`config.mk`:
```
export PLATFORM = sky130hd
export DESIGN_NAME = mmio_io_ctrl_flat
export DESIGN_NICKNAME = d
export VERILOG_FILES = /design/src/rtl/mmio_io_ctrl_pkg.sv /design/src/rtl/mmio_io_ctrl_if.sv /design/src/rtl/mmio_io_ctrl_sync_fifo.sv /design/src/rtl/mmio_io_ctrl.sv /design/src/flat_wrapper.sv
export SDC_FILE = /design/constraint.sdc
export NUM_CORES = 1
export LEC_CHECK = 0
export CORE_AREA = 2 2 158 114
export DETAILED_ROUTE_END_ITERATION = 16
export DIE_AREA = 0 0 160 116
export DONT_BUFFER_PORTS = 1
export SYNTH_ARGS = -nofsm -noshare
export SYNTH_HDL_FRONTEND = slang
export SYNTH_HIERARCHICAL = 1
export SYNTH_SLANG_ARGS = --single-unit
```
`constraint.sdc`:
```
create_clock -name clk -period 3.1 [get_ports clk]
set_clock_uncertainty 0.2 [all_clocks]
set_input_delay 0.465 -clock clk [delete_from_list [all_inputs] [get_ports clk]]
set_output_delay 0.465 -clock clk [all_outputs]
set_load 0.01 [all_outputs]
```
`src/rtl/mmio_io_ctrl_pkg.sv`:
```
// Shared definitions for the MMIO I/O controller: region nibble, register offsets, decode helper.
package mmio_io_ctrl_pkg;

    localparam logic [3:0] MMIO_REGION   = 4'h8;

    localparam logic [7:0] OFF_UART_STAT = 8'h00;
    localparam logic [7:0] OFF_UART_RX   = 8'h04;
    localparam logic [7:0] OFF_UART_TX   = 8'h08;
    localparam logic [7:0] OFF_CYCLE     = 8'h10;
    localparam logic [7:0] OFF_INST      = 8'h14;
    localparam logic [7:0] OFF_CNT_CLR   = 8'h18;
    localparam logic [7:0] OFF_BRANCH    = 8'h1C;
    localparam logic [7:0] OFF_BTN_STAT  = 8'h20;
    localparam logic [7:0] OFF_BTN_DATA  = 8'h24;
    localparam logic [7:0] OFF_SWITCHES  = 8'h28;
    localparam logic [7:0] OFF_LEDS      = 8'h30;
    localparam logic [7:0] OFF_MISPRED   = 8'h34;

    function automatic logic mmio_hit(input logic [31:0] addr);
        return addr[31:28] == MMIO_REGION;
    endfunction

endpackage

```
`src/rtl/mmio_io_ctrl_if.sv`:
```
// CPU memory-stage to MMIO controller bus: address, store data, strobes and registered load data.
interface mmio_io_ctrl_if;
    logic [31:0] mmio_addr;
    logic [31:0] mmio_wdata;
    logic        mmio_we;
    logic        mmio_re;
    logic [31:0] mmio_rdata;

    modport master (output mmio_addr, mmio_wdata, mmio_we, mmio_re, input  mmio_rdata);
    modport slave  (input  mmio_addr, mmio_wdata, mmio_we, mmio_re, output mmio_rdata);
endinterface

```
`src/rtl/mmio_io_ctrl_sync_fifo.sv`:
```
// Synchronous FIFO with pointer+count bookkeeping; a push at full is accepted only alongside a pop.
module mmio_sync_fifo #(
    parameter int unsigned DEPTH = 8,
    parameter int unsigned WIDTH = 3
) (
    input  logic             clk,
    input  logic             rst,
    input  logic             push,
    input  logic             pop,
    input  logic [WIDTH-1:0] wdata,
    output logic [WIDTH-1:0] rdata,
    output logic             full,
    output logic             empty
);
    localparam int unsigned AW = $clog2(DEPTH);

    logic [WIDTH-1:0] mem [DEPTH];
    logic [AW-1:0]    wr_ptr;
    logic [AW-1:0]    rd_ptr;
    logic [AW:0]      count;
    logic             do_push;
    logic             do_pop;

    assign empty   = (count == '0);
    assign full    = (count == (AW+1)'(DEPTH));
    assign do_pop  = pop && !empty;
    assign do_push = push && (!full || do_pop);
    assign rdata   = mem[rd_ptr];

    always_ff @(posedge clk) begin
        if (do_push) mem[wr_ptr] <= wdata;
    end

    always_ff @(posedge clk) begin
        if (rst) begin
            wr_ptr <= '0;
            rd_ptr <= '0;
            count  <= '0;
        end else begin
            if (do_push) wr_ptr <= wr_ptr + AW'(1);
            if (do_pop)  rd_ptr <= rd_ptr + AW'(1);
            case ({do_push, do_pop})
                2'b10:   count <= count + (AW+1)'(1);
                2'b01:   count <= count - (AW+1)'(1);
                default: count <= count;
            endcase
        end
    end
endmodule

```
`src/rtl/mmio_io_ctrl.sv`:
```
// MMIO controller for region 0x8xxx_xxxx: counters, button event FIFO, switches, LEDs, UART bridge.
// Optional branch/mispredict counters at 0x1C/0x34 are enabled with `define MMIO_BRANCH_CNT_EN.
module mmio_io_ctrl
    import mmio_io_ctrl_pkg::*;
#(
    parameter int unsigned BTN_FIFO_DEPTH = 8,
    parameter int unsigned N_BUTTONS      = 3,
    parameter int unsigned N_SWITCHES     = 2,
    parameter int unsigned N_LEDS         = 6
) (
    input  logic                  clk,
    input  logic                  rst,
    mmio_io_ctrl_if.slave         mmio,
    input  logic                  inst_retire,
`ifdef MMIO_BRANCH_CNT_EN
    input  logic                  branch_resolved,
    input  logic                  branch_mispredict,
`endif
    input  logic [N_BUTTONS-1:0]  clean_buttons,
    input  logic [N_SWITCHES-1:0] switches,
    output logic [N_LEDS-1:0]     leds,
    input  logic [7:0]            uart_rx_data,
    input  logic                  uart_rx_valid,
    output logic                  uart_rx_ready,
    output logic [7:0]            uart_tx_data,
    output logic                  uart_tx_valid,
    input  logic                  uart_tx_ready
);
    logic [7:0]           off;
    logic                 rd_en;
    logic                 wr_en;
    logic                 cnt_clr;
    logic                 tx_load;
    logic [31:0]          cycle_cnt, cycle_nxt;
    logic [31:0]          inst_cnt, inst_nxt;
    logic [31:0]          rd_val;
    logic [N_BUTTONS-1:0] btn_prev;
    logic [N_BUTTONS-1:0] btn_rise;
    logic [N_BUTTONS-1:0] btn_head;
    logic                 btn_full;
    logic                 btn_empty;
    logic                 btn_pop;
    logic                 unused_bits;
`ifdef MMIO_BRANCH_CNT_EN
    logic [31:0]          branch_cnt, branch_nxt;
    logic [31:0]          mispred_cnt, mispred_nxt;
`endif

    assign off         = mmio.mmio_addr[7:0];
    assign rd_en       = mmio.mmio_re && mmio_hit(mmio.mmio_addr);
    assign wr_en       = mmio.mmio_we && mmio_hit(mmio.mmio_addr);
    assign cnt_clr     = wr_en && (off == OFF_CNT_CLR);
    assign tx_load     = wr_en && (off == OFF_UART_TX) && uart_tx_ready;
    assign btn_pop     = rd_en && (off == OFF_BTN_DATA);
    assign btn_rise    = clean_buttons & ~btn_prev;
    assign unused_bits = ^{mmio.mmio_addr[27:8], mmio.mmio_wdata[31:8], btn_full};

    // RX handshake completes on the same edge that captures the byte into mmio_rdata.
    assign uart_rx_ready = !rst && rd_en && (off == OFF_UART_RX) && uart_rx_valid;

    // Loads return the post-update count, so a clear wins over a same-cycle increment.
    always_comb begin
        cycle_nxt   = cnt_clr ? '0 : cycle_cnt + 32'd1;
        inst_nxt    = cnt_clr ? '0 : inst_cnt + {31'b0, inst_retire};
`ifdef MMIO_BRANCH_CNT_EN
        branch_nxt  = cnt_clr ? '0 : branch_cnt + {31'b0, branch_resolved};
        mispred_nxt = cnt_clr ? '0 : mispred_cnt + {31'b0, branch_resolved && branch_mispredict};
`endif
    end

    mmio_sync_fifo #(
        .DEPTH (BTN_FIFO_DEPTH),
        .WIDTH (N_BUTTONS)
    ) u_btn_fifo (
        .clk   (clk),
        .rst   (rst),
        .push  (|btn_rise),
        .pop   (btn_pop),
        .wdata (btn_rise),
        .rdata (btn_head),
        .full  (btn_full),
        .empty (btn_empty)
    );

    always_comb begin
        rd_val = '0;
        case (off)
            OFF_UART_STAT: rd_val = {30'b0, uart_rx_valid, uart_tx_ready};
            OFF_UART_RX:   rd_val = uart_rx_valid ? {24'b0, uart_rx_data} : '0;
            OFF_CYCLE:     rd_val = cycle_nxt;
            OFF_INST:      rd_val = inst_nxt;
            OFF_BTN_STAT:  rd_val = {31'b0, btn_empty};
            OFF_BTN_DATA:  rd_val = btn_empty ? '0 : 32'(btn_head);
            OFF_SWITCHES:  rd_val = 32'(switches);
`ifdef MMIO_BRANCH_CNT_EN
            OFF_BRANCH:    rd_val = branch_nxt;
            OFF_MISPRED:   rd_val = mispred_nxt;
`endif
            default:       rd_val = '0;
        endcase
    end

    always_ff @(posedge clk) begin
        if (rst) begin
            cycle_cnt       <= '0;
            inst_cnt        <= '0;
`ifdef MMIO_BRANCH_CNT_EN
            branch_cnt      <= '0;
            mispred_cnt     <= '0;
`endif
            btn_prev        <= '0;
            mmio.mmio_rdata <= '0;
            leds            <= '0;
            uart_tx_valid   <= 1'b0;
            uart_tx_data    <= '0;
        end else begin
            cycle_cnt <= cycle_nxt;
            inst_cnt  <= inst_nxt;
`ifdef MMIO_BRANCH_CNT_EN
            branch_cnt  <= branch_nxt;
            mispred_cnt <= mispred_nxt;
`endif
            btn_prev <= clean_buttons;
            if (rd_en) mmio.mmio_rdata <= rd_val;
            if (wr_en && (off == OFF_LEDS)) leds <= mmio.mmio_wdata[N_LEDS-1:0];
            if (tx_load) begin
                uart_tx_valid <= 1'b1;
                uart_tx_data  <= mmio.mmio_wdata[7:0];
            end else if (uart_tx_valid && uart_tx_ready) begin
                uart_tx_valid <= 1'b0;
            end
        end
    end
endmodule
```
`src/flat_wrapper.sv`:
```
// flat-port wrapper written by rule: the top's interface ports become plain ports
module mmio_io_ctrl_flat import mmio_io_ctrl_pkg::*;
#(
    parameter int unsigned BTN_FIFO_DEPTH = 8,
    parameter int unsigned N_BUTTONS      = 3,
    parameter int unsigned N_SWITCHES     = 2,
    parameter int unsigned N_LEDS         = 6
)
  (clk, rst, inst_retire, clean_buttons, switches, leds, uart_rx_data, uart_rx_valid, uart_rx_ready, uart_tx_data, uart_tx_valid, uart_tx_ready, mmio_mmio_addr, mmio_mmio_wdata, mmio_mmio_we, mmio_mmio_re, mmio_mmio_rdata);
  mmio_io_ctrl_if mmio_i ();
  input  logic clk;
  input  logic rst;
  input  logic inst_retire;
  input  logic [N_BUTTONS-1:0] clean_buttons;
  input  logic [N_SWITCHES-1:0] switches;
  output logic [N_LEDS-1:0] leds;
  input  logic [7:0] uart_rx_data;
  input  logic uart_rx_valid;
  output logic uart_rx_ready;
  output logic [7:0] uart_tx_data;
  output logic uart_tx_valid;
  input  logic uart_tx_ready;
  input wire logic [$bits(mmio_i.mmio_addr)-1:0] mmio_mmio_addr;
  input wire logic [$bits(mmio_i.mmio_wdata)-1:0] mmio_mmio_wdata;
  input wire logic [$bits(mmio_i.mmio_we)-1:0] mmio_mmio_we;
  input wire logic [$bits(mmio_i.mmio_re)-1:0] mmio_mmio_re;
  output wire logic [$bits(mmio_i.mmio_rdata)-1:0] mmio_mmio_rdata;
  assign mmio_i.mmio_addr = mmio_mmio_addr;
  assign mmio_i.mmio_wdata = mmio_mmio_wdata;
  assign mmio_i.mmio_we = mmio_mmio_we;
  assign mmio_i.mmio_re = mmio_mmio_re;
  assign mmio_mmio_rdata = mmio_i.mmio_rdata;
  mmio_io_ctrl #(.BTN_FIFO_DEPTH(BTN_FIFO_DEPTH), .N_BUTTONS(N_BUTTONS), .N_SWITCHES(N_SWITCHES), .N_LEDS(N_LEDS)) u_core (.clk(clk), .rst(rst), .mmio(mmio_i), .inst_retire(inst_retire), .clean_buttons(clean_buttons), .switches(switches), .leds(leds), .uart_rx_data(uart_rx_data), .uart_rx_valid(uart_rx_valid), .uart_rx_ready(uart_rx_ready), .uart_tx_data(uart_tx_data), .uart_tx_valid(uart_tx_valid), .uart_tx_ready(uart_tx_ready));
endmodule
```
==> results of run 1 <==
## flip-flops by register name, indices dropped and copies added, names as in the netlist, named ones only
name	count
u_core/cycle_cnt	32
u_core/inst_cnt	32
u_core/mmio.mmio_rdata	32
u_core/u_btn_fifo/mem	24
u_core/uart_tx_data	8
u_core/leds	6
u_core/u_btn_fifo/count	4
u_core/btn_prev	3
u_core/u_btn_fifo/rd_ptr	3
u_core/u_btn_fifo/wr_ptr	3
u_core/uart_tx_valid	1
## cell type report
type	instances	area (um^2)
inverters	10	37.5
clock buffers	21	460
repair buffers	31	298
flip-flops and latches	151	3260
multi-input cells	478	3240
clock inverters	11	194
well taps	231	289
fillers	1631	9130
## through the flow
stage,hold slack [ns],area [um^2]
CTS,0.000637,7780
global route,0.0169,7780
global placement,0.276,7000
finish,0.0125,7780
detailed placement,0.287,7000
floorplan,0.229,6680
## worst max path at each step
stage | cells past startpoint | end
finish | 12 | u_core/u_btn_fifo/count[3]
global placement | 11 | u_core/u_btn_fifo/count[3]
floorplan | 11 | u_core/u_btn_fifo/count[3]
CTS | 11 | u_core/u_btn_fifo/count[3]
global route | 12 | u_core/u_btn_fifo/count[3]
detailed placement | 11 | u_core/u_btn_fifo/count[3]
## per-layer routing
metal / track usage, % / part of all wire [%] / wire [um]
met1: 24.6 / 46 / 7620
met2: 29.8 / 46 / 7630
met3: 4.94 / 6.7 / 1120
met4: 7.57 / 2.0 / 342
met5: 0 / 0 / 0
## critical path: stages
cell,delay [ns]
dlygate4sd3_1,0.54
inv_1,0.07
nor2_1,0.05
buf_4,0.15
or3_1,0.38
or2_1,0.31
inv_2,0.08
ha_1,0.26
a21oi_2,0.20
nor4bb_1,0.32
o21bai_1,0.14
a31oi_1,0.16
## power by group
group          total, mW  leakage, nW  switching (mW)  internal [mW]
registers           2.07         1.25          0.0353           2.03
clock network       2.28        0.318           0.806           1.47
logic              0.239         1.33           0.141         0.0984
## repair_timing
item                                    4_1_cts  5_1_grt
endpoints found under the setup margin        0        1
resized for setup                             0        1
hold buffers                                 12        0
endpoints found under the hold margin        36        0
==> parameters.txt, run 1 <==
Parameter                              Value

Final layout
  Number of diodes added for antenna fixing    0
  Layout area overhead    16.9%
  Highest-count cells in the layout ignoring fill and taps    dfxtp_1, nor2_1, xor2_1, nand2_1
  Final non-filler cell total    933
  Most common library cell in the layout ignoring fill and taps    dfxtp_1
  Fraction of final layout cells sized beyond drive strength 1    12.8%
  Post-route core utilization    46.0%
  Nets    781

Floorplan
  I/O pin count    132
  Cell Rows    40
  Initial standard-cell utilization of the core    39.4%
  Overall die area    0.0186 mm^2
  Die H    116 um
  Chip Width    160 um
  Core area    0.0169 mm^2

Worst setup path
  Data required time of the worst path    3.25 ns
  Critical Path Source    clean_buttons[2]
  Startpoint of the worst register-to-register path    u_core/u_btn_fifo/count[1]
  Reg2reg end    u_core/u_btn_fifo/count[3]
  Reg-to-reg setup timing slack    0.29 ns
  Critical path capture point type    register
  Reg2reg path depth    9
  Endpoint arrival time on the critical path    3.12 ns
  CP startpoint kind    input port
  Category of the most critical setup path    in -> reg
  Critical Path Fanout Max    9

Detailed routing
  Violation count after the first detailed-routing iteration    353
  Count of TritonRoute iterations in the first routing pass    5
  Vias    5068
  Average detailed-routed wire length per instance    17.9 um
  Antenna-violating nets left    0
  Number of remaining DRC errors    0
  Final routed wirelength across all metal layers    16700 um
  Drt via density    5.43

Power
  Overall power of the completed layout    4.59 mW
  Worst IR Drop VDD    0.328 mV
  Power Density    590 mW/mm^2
  Pleak    2.89 nW

Min path
  Worst min-delay path endpoint    u_core/uart_tx_data[7]
  Cell depth of the worst hold path    2
  Hold crit path type    in -> reg
  Hold path startpoint    mmio_mmio_wdata[7]

STA
  Number of endpoints failing setup at the final stage    0
  Final setup slack of the worst path    0.128 ns
  Unrepaired setup endpoints after global routing    false
  Share of the clock period used by the worst path after layout    95.9%
  Max Clock Freq    0.336 GHz
  TNS Setup    0 ns
  Worst slew pin tran    0.691 ns
  Fin crit period    2.97 ns
  Fin. Hold Viols    0
  Relative slew margins    53.5%
  Max-slew violation count    0

Placement
  Pre-CTS WS    0.0220 ns
  Detailed Place HPWL    12200 um
  Placed insts    889
  Number of buffers added on ports    0
  RD Place Congestion    0.877

Clocking
  TritonCTS Buffers    17
  Maximum number of buffers from clock root to sink    2
  CTS tree    built
  Setup fix buffers added after clock tree synthesis    0
  Clock transition at the registers of the reported paths    0.06 ns
  CTS Root Cell    clkbuf_16
  Number of clock sinks    151
  Insertion delay of the later-clocked pin in the worst-skew pair    0.42 ns
  Number of H-tree levels    4

Outcome
  Status    finished, final reports clean

Synthesis
  Synthesized area    0.00666 mm^2
  Synthesized netlist net count    758
  Mapped Cells    666
  Avg Synthesized Cell Area    10.0 um^2
  Number of synthesis warnings    6

GRT
  Largest net degree at the start of global routing    35
  Global-route wire length before repair    26700 um
  Leftover overflow at the end of global routing    0
  Initial antenna violation count    0
  Vias in the first global route    5104
  Overall routing resource usage    18.8%

Run
  Max capacitance violation total    0
Power figures use the tool's default switching activity.
==> inputs of run 2 (changes only) <==
Settings changed: RECOVER_POWER set to 100, SETUP_SLACK_MARGIN set to 0.4.
==> run 2 against run 1 <==
Compared with the run above: first-iteration DRC count is 2.8% lower; via count fell by 1.1%; global-route usage fell by 0.61 points; critical path depth fell by 5; combinational power decreased by 8%; count of clock-buffer cells in the layout is 1 lower; clock power is 9.6% lower; final area is 2.1% lower.
==> parameters.txt, run 2 (synthesis results as in run 1) <==
Parameter                              Value

Clocking
  Number of clock sinks    151
  CTS Root Cell    clkbuf_16
  Clock transition at the registers of the reported paths    0.06 ns
  TritonCTS Buffers    17
  CTS tree    built
  Maximum number of buffers from clock root to sink    2
  Number of H-tree levels    4
  Insertion delay of the later-clocked pin in the worst-skew pair    0.42 ns

STA
  TNS Setup    0 ns
  Number of endpoints failing setup at the final stage    0
  Fin. Hold Viols    0
  Unrepaired setup endpoints after global routing    false
  Worst slew pin tran    0.867 ns
  Share of the clock period used by the worst path after layout    87.5%
  Max-slew violation count    0
  Relative slew margins    41.7%
  Fin crit period    2.71 ns
  Max Clock Freq    0.369 GHz

Worst setup path
  Sequence of cells on the critical path    ha_1, nand4_1, nor4_2, nand4_1, xor2_1, o22a_1, o31ai_2
  Category of the most critical setup path    reg -> reg
  Stage delay of the slowest cell on the critical path    0.75 ns
  Worst path bufs/invs    0
  CP startpoint kind    register
  Cell mode on critical path    nand4_1
  Data required time of the worst path    3.22 ns
  Reg-to-reg setup timing slack    0.39 ns
  Critical Path Source    u_core/inst_cnt[0]
  Cell class contributing the biggest share of worst-path delay    simple AND/OR/NAND/NOR gates
  Startpoint of the worst register-to-register path    u_core/inst_cnt[0]
  Critical-path top delay cell    nor4_2
  Endpoint arrival time on the critical path    2.84 ns
  Critical path capture point type    register
  Critical Path Fanout Max    5

GRT
  Largest net degree at the start of global routing    35
  Overall routing resource usage    18.2%
  Initial antenna violation count    0
  Global-route wire length before repair    26100 um
  Vias in the first global route    5065
  Leftover overflow at the end of global routing    0

Outcome
  Status    finished, final reports clean

Min path
  Hold crit path type    in -> reg
  Hold path startpoint    mmio_mmio_wdata[1]

Floorplan
  Die H    116 um
  Core area    0.0169 mm^2
  Cell Rows    40
  Initial standard-cell utilization of the core    39.4%
  Chip Width    160 um
  I/O pin count    132
  Overall die area    0.0186 mm^2

Detailed routing
  Number of remaining DRC errors    0
  Average detailed-routed wire length per instance    17.6 um
  Drt via density    5.38
  Violation count after the first detailed-routing iteration    343
  Count of TritonRoute iterations in the first routing pass    5
  Vias    5011
  Final routed wirelength across all metal layers    16400 um
  Antenna-violating nets left    0

Final layout
  Layout area overhead    14.4%
  Nets    779
  Number of diodes added for antenna fixing    0
  Highest-count cells in the layout ignoring fill and taps    dfxtp_1, nor2_1, xor2_1, nand2_1
  Registers with the most flip-flops    u_core/cycle_cnt (32), u_core/inst_cnt (32), u_core/mmio.mmio_rdata (32)
  Most common library cell in the layout ignoring fill and taps    dfxtp_1
  Final non-filler cell total    931
  Fraction of final layout cells sized beyond drive strength 1    10.4%

Placement
  Placed insts    887
  Detailed Place HPWL    12000 um
  RD Place Congestion    0.876
  Number of buffers added on ports    0

Power
  Worst IR Drop VDD    0.309 mV
  Power Density    571 mW/mm^2
  Pleak    2.76 nW

Run
  Max capacitance violation total    0
[run 2: changes by cell type in the layout (fill, tap and decap cells not counted), moves of 3 or more]
| cell | previous run | this run |
|---|---|---|
| mux2_2 | 4 | 1 |
| clkbuf_2 | 0 | 3 |
| buf_4 | 17 | 8 |
| clkbuf_1 | 2 | 9 |
| mux2_1 | 0 | 3 |
| nor3_1 | 14 | 17 |
[run 2: worst reg2reg max path: stages (launching register included)]
cell and delay (ns):
dfxtp_1 0.34, ha_1 0.26, nand4_1 0.18, nor4_2 0.76, nand4_1 0.29, xor2_1 0.23, o22a_1 0.20, o31ai_2 0.18
[run 2: final cells by class]
| class | instances | area (um^2) |
|---|---|---|
| Tap cell | 231 | 289 |
| Timing Repair Buffer | 29 | 228 |
| Clock inverter | 12 | 153 |
| Sequential cell | 151 | 3260 |
| Multi-Input combinational cell | 478 | 3220 |
| Inverter | 10 | 37.5 |
| Fill cell | 1657 | 9290 |
| Clock buffer | 20 | 437 |
[run 2: stage by stage]
step                instance area, um^2  worst slack, ns  utilization, %  hold slack [ns]  power [mW]
floorplan                          6710            0.203               -            0.229        2.28
global placement                   7010            0.246            41.4            0.267        2.32
detailed placement                 7010            0.108            41.4            0.274        2.33
CTS                                7720            0.423            45.7          0.00127        4.42
global route                       7620            0.228            45.1           0.0275        4.51
finish                             7620            0.389            45.1           0.0159        4.35
[run 2: timing repair]
action                                 in CTS  in global routing
setup endpoints to repair                   0                  2
setup buffers                               0                  0
hold buffers                               12                  0
resized for setup                           0                  5
endpoints found under the hold margin      36                  0
[run 2: routing by layer]
layer	GRT usage, %	share of wire (%)	vias up
met4	4.32	0.85	0
met5	0	0	-
met3	5.65	7.4	10
met1	23.8	46	2433
li1	-	-	2418
met2	29.6	46	150
[run 2: power by group]
part	internal, mW	total, mW	leakage, nW	switching [mW]
Clock	1.26	2.06	0.278	0.799
Combinational	0.0865	0.220	1.24	0.133
Sequential	2.03	2.07	1.25	0.0369
Total	3.39	4.35	2.76	0.969
[run 2: worst paths after layout]
check,to,depth (start not counted)
worst max-delay path,u_core/mmio.mmio_rdata[31],7
worst min-delay path,u_core/leds[1],2
worst max register to register,u_core/mmio.mmio_rdata[31],7
worst min register to register,u_core/cycle_cnt[0],1
==> inputs of run 3 (changes only) <==
Settings changed: HOLD_SLACK_MARGIN set to 0.06.
Clock period 3.1 ns to 2.85 ns, I/O delays scaled along.
==> run 3 against run 2 <==
Compared with the run above: critical path type is now in -> reg; routed wire length grew 2.8%; largest cell class is now multi-input gates; first-iteration DRC count shrank 9.0%; final area grew 3.4%; cell count grew 1.7%; power grew 12%; combinational power grew 24%; critical path depth shrank 1; worst hold slack gained 0.077 ns; utilization grew 1.5 points; critical endpoint is now u_core/inst_cnt[26]; sequential power grew 9%; non-clock buffer count grew 16.
==> parameters.txt, run 3 (synthesis results as in run 1) <==
Parameter                              Value

Power
  Power Density    621 mW/mm^2
  Pleak    2.92 nW
  Overall power of the completed layout    4.90 mW
  Worst IR Drop VDD    0.378 mV

Final layout
  Layout area overhead    18.3%
  Registers with the most flip-flops    u_core/cycle_cnt (32), u_core/inst_cnt (32), u_core/mmio.mmio_rdata (32)
  Fraction of final layout cells sized beyond drive strength 1    12.8%
  Nets    795
  Number of diodes added for antenna fixing    0
  Highest-count cells in the layout ignoring fill and taps    dfxtp_1, nor2_1, nand2_1, xor2_1
  Most common library cell in the layout ignoring fill and taps    dfxtp_1

Floorplan
  I/O pin count    132
  Core area    0.0169 mm^2
  Overall die area    0.0186 mm^2
  Die H    116 um
  Cell Rows    40
  Chip Width    160 um
  Initial standard-cell utilization of the core    39.4%

Min path
  Cell depth of the worst hold path    2
  Hold crit path type    in -> reg

STA
  Max-slew violation count    0
  Fin. Hold Viols    0
  Share of the clock period used by the worst path after layout    90.3%
  Final setup slack of the worst path    0.277 ns
  Fin crit period    2.57 ns
  Relative slew margins    35.6%
  Worst slew pin tran    0.965 ns
  Number of endpoints failing setup at the final stage    0
  Unrepaired setup endpoints after global routing    true
  Max Clock Freq    0.389 GHz

Detailed routing
  Drt via density    5.35
  Antenna-violating nets left    0
  Violation count after the first detailed-routing iteration    312
  Count of TritonRoute iterations in the first routing pass    5
  Vias    5065
  Number of remaining DRC errors    0
  Average detailed-routed wire length per instance    17.8 um
  Final routed wirelength across all metal layers    16800 um

Worst setup path
  Critical path capture point type    register
  Reg2reg path depth    5
  Cell class contributing the biggest share of worst-path delay    simple AND/OR/NAND/NOR gates
  Cell mode on critical path    clkbuf_1
  Data required time of the worst path    2.95 ns
  Logic depth of the worst path, buffers included    6
  Critical Path Fanout Max    13
  Category of the most critical setup path    in -> reg
  Critical-path top delay cell    or2_0
  Endpoint arrival time on the critical path    2.68 ns
  Sequence of cells on the critical path    or4b_4, nor3_1, clkbuf_1, or2_0, clkbuf_1, nor2_1
  CP startpoint kind    input port
  Stage delay of the slowest cell on the critical path    0.76 ns
  Worst path bufs/invs    2

Clocking
  TritonCTS Buffers    17
  Clock transition at the registers of the reported paths    0.06 ns
  Insertion delay of the later-clocked pin in the worst-skew pair    0.42 ns
  Number of clock sinks    151
  CTS tree    built
  Number of H-tree levels    4
  Maximum number of buffers from clock root to sink    2
  CTS Root Cell    clkbuf_16

Outcome
  Status    finished, final reports clean

Placement
  Detailed Place HPWL    12300 um
  Pre-CTS WS    -0.0742 ns
  Number of buffers added on ports    0
  RD Place Congestion    0.845

GRT
  Overall routing resource usage    18.4%
  Initial antenna violation count    0
  Largest net degree at the start of global routing    36
  Leftover overflow at the end of global routing    0
  Global-route wire length before repair    26500 um
  Vias in the first global route    5078

Run
  Max capacitance violation total    0
## run 3: worst reg2reg max path, delay by kind of cell, from the launching register on
kind	cells	cell delay (ns)
compound gates	1	0.21
simple gates	3	1.22
buf+inv	1	0.23
flops	1	0.30
## run 3: worst paths after layout
check                                 start                           to  slack [ns]
setup / recovery          mmio_mmio_addr[5]          u_core/inst_cnt[26]        0.28
hold / removal                          rst           u_core/btn_prev[1]        0.09
setup reg to reg         u_core/btn_prev[2]  u_core/u_btn_fifo/mem[4][1]        0.34
hold reg to reg   u_core/mmio.mmio_rdata[2]    u_core/mmio.mmio_rdata[2]        0.31
## run 3: final cells by class
class | count | area, um^2
well taps | 231 | 289
flip-flops and latches | 151 | 3260
clock buffers | 17 | 425
inverters | 10 | 37.5
clock inverters | 15 | 199
multi-input cells | 478 | 3290
fillers | 1597 | 9030
repair buffers | 45 | 375
## run 3: layer usage
layer | GRT usage (%) | wire [um] | vias up
li1 | - | - | 2454
met1 | 24.5 | 8130 | 2463
met2 | 29.7 | 7590 | 138
met3 | 5.44 | 975 | 10
met4 | 4.74 | 142 | 0
met5 | 0 | 0 | -
## run 3: timing repair
action                                  CTS  global route
setup buffers                             3             1
cloned                                    0             0
pin swaps                                 2             7
gates resized for setup                   3            13
endpoints found under the setup margin    9            21
hold endpoints to repair                 39             0
hold buffers                             16             0
## run 3: power by group
| group | internal, mW | total (mW) | switching, mW |
|---|---|---|---|
| sequential | 2.21 | 2.25 | 0.0422 |
| combinational | 0.115 | 0.273 | 0.158 |
| clock | 1.47 | 2.37 | 0.904 |
## run 3: stage by stage
stage / std cells / utilization, % / hold slack, ns / setup TNS (ns) / area, um^2
floorplan: 666 / - / 0.229 / -0.00997 / 6740
global placement: 895 / 41.9 / 0.283 / 0 / 7090
detailed placement: 895 / 41.9 / 0.298 / -0.0742 / 7090
CTS: 946 / 46.8 / 0.0757 / 0 / 7920
global route: 947 / 46.6 / 0.0851 / 0 / 7880
finish: 947 / 46.6 / 0.0928 / 0 / 7880
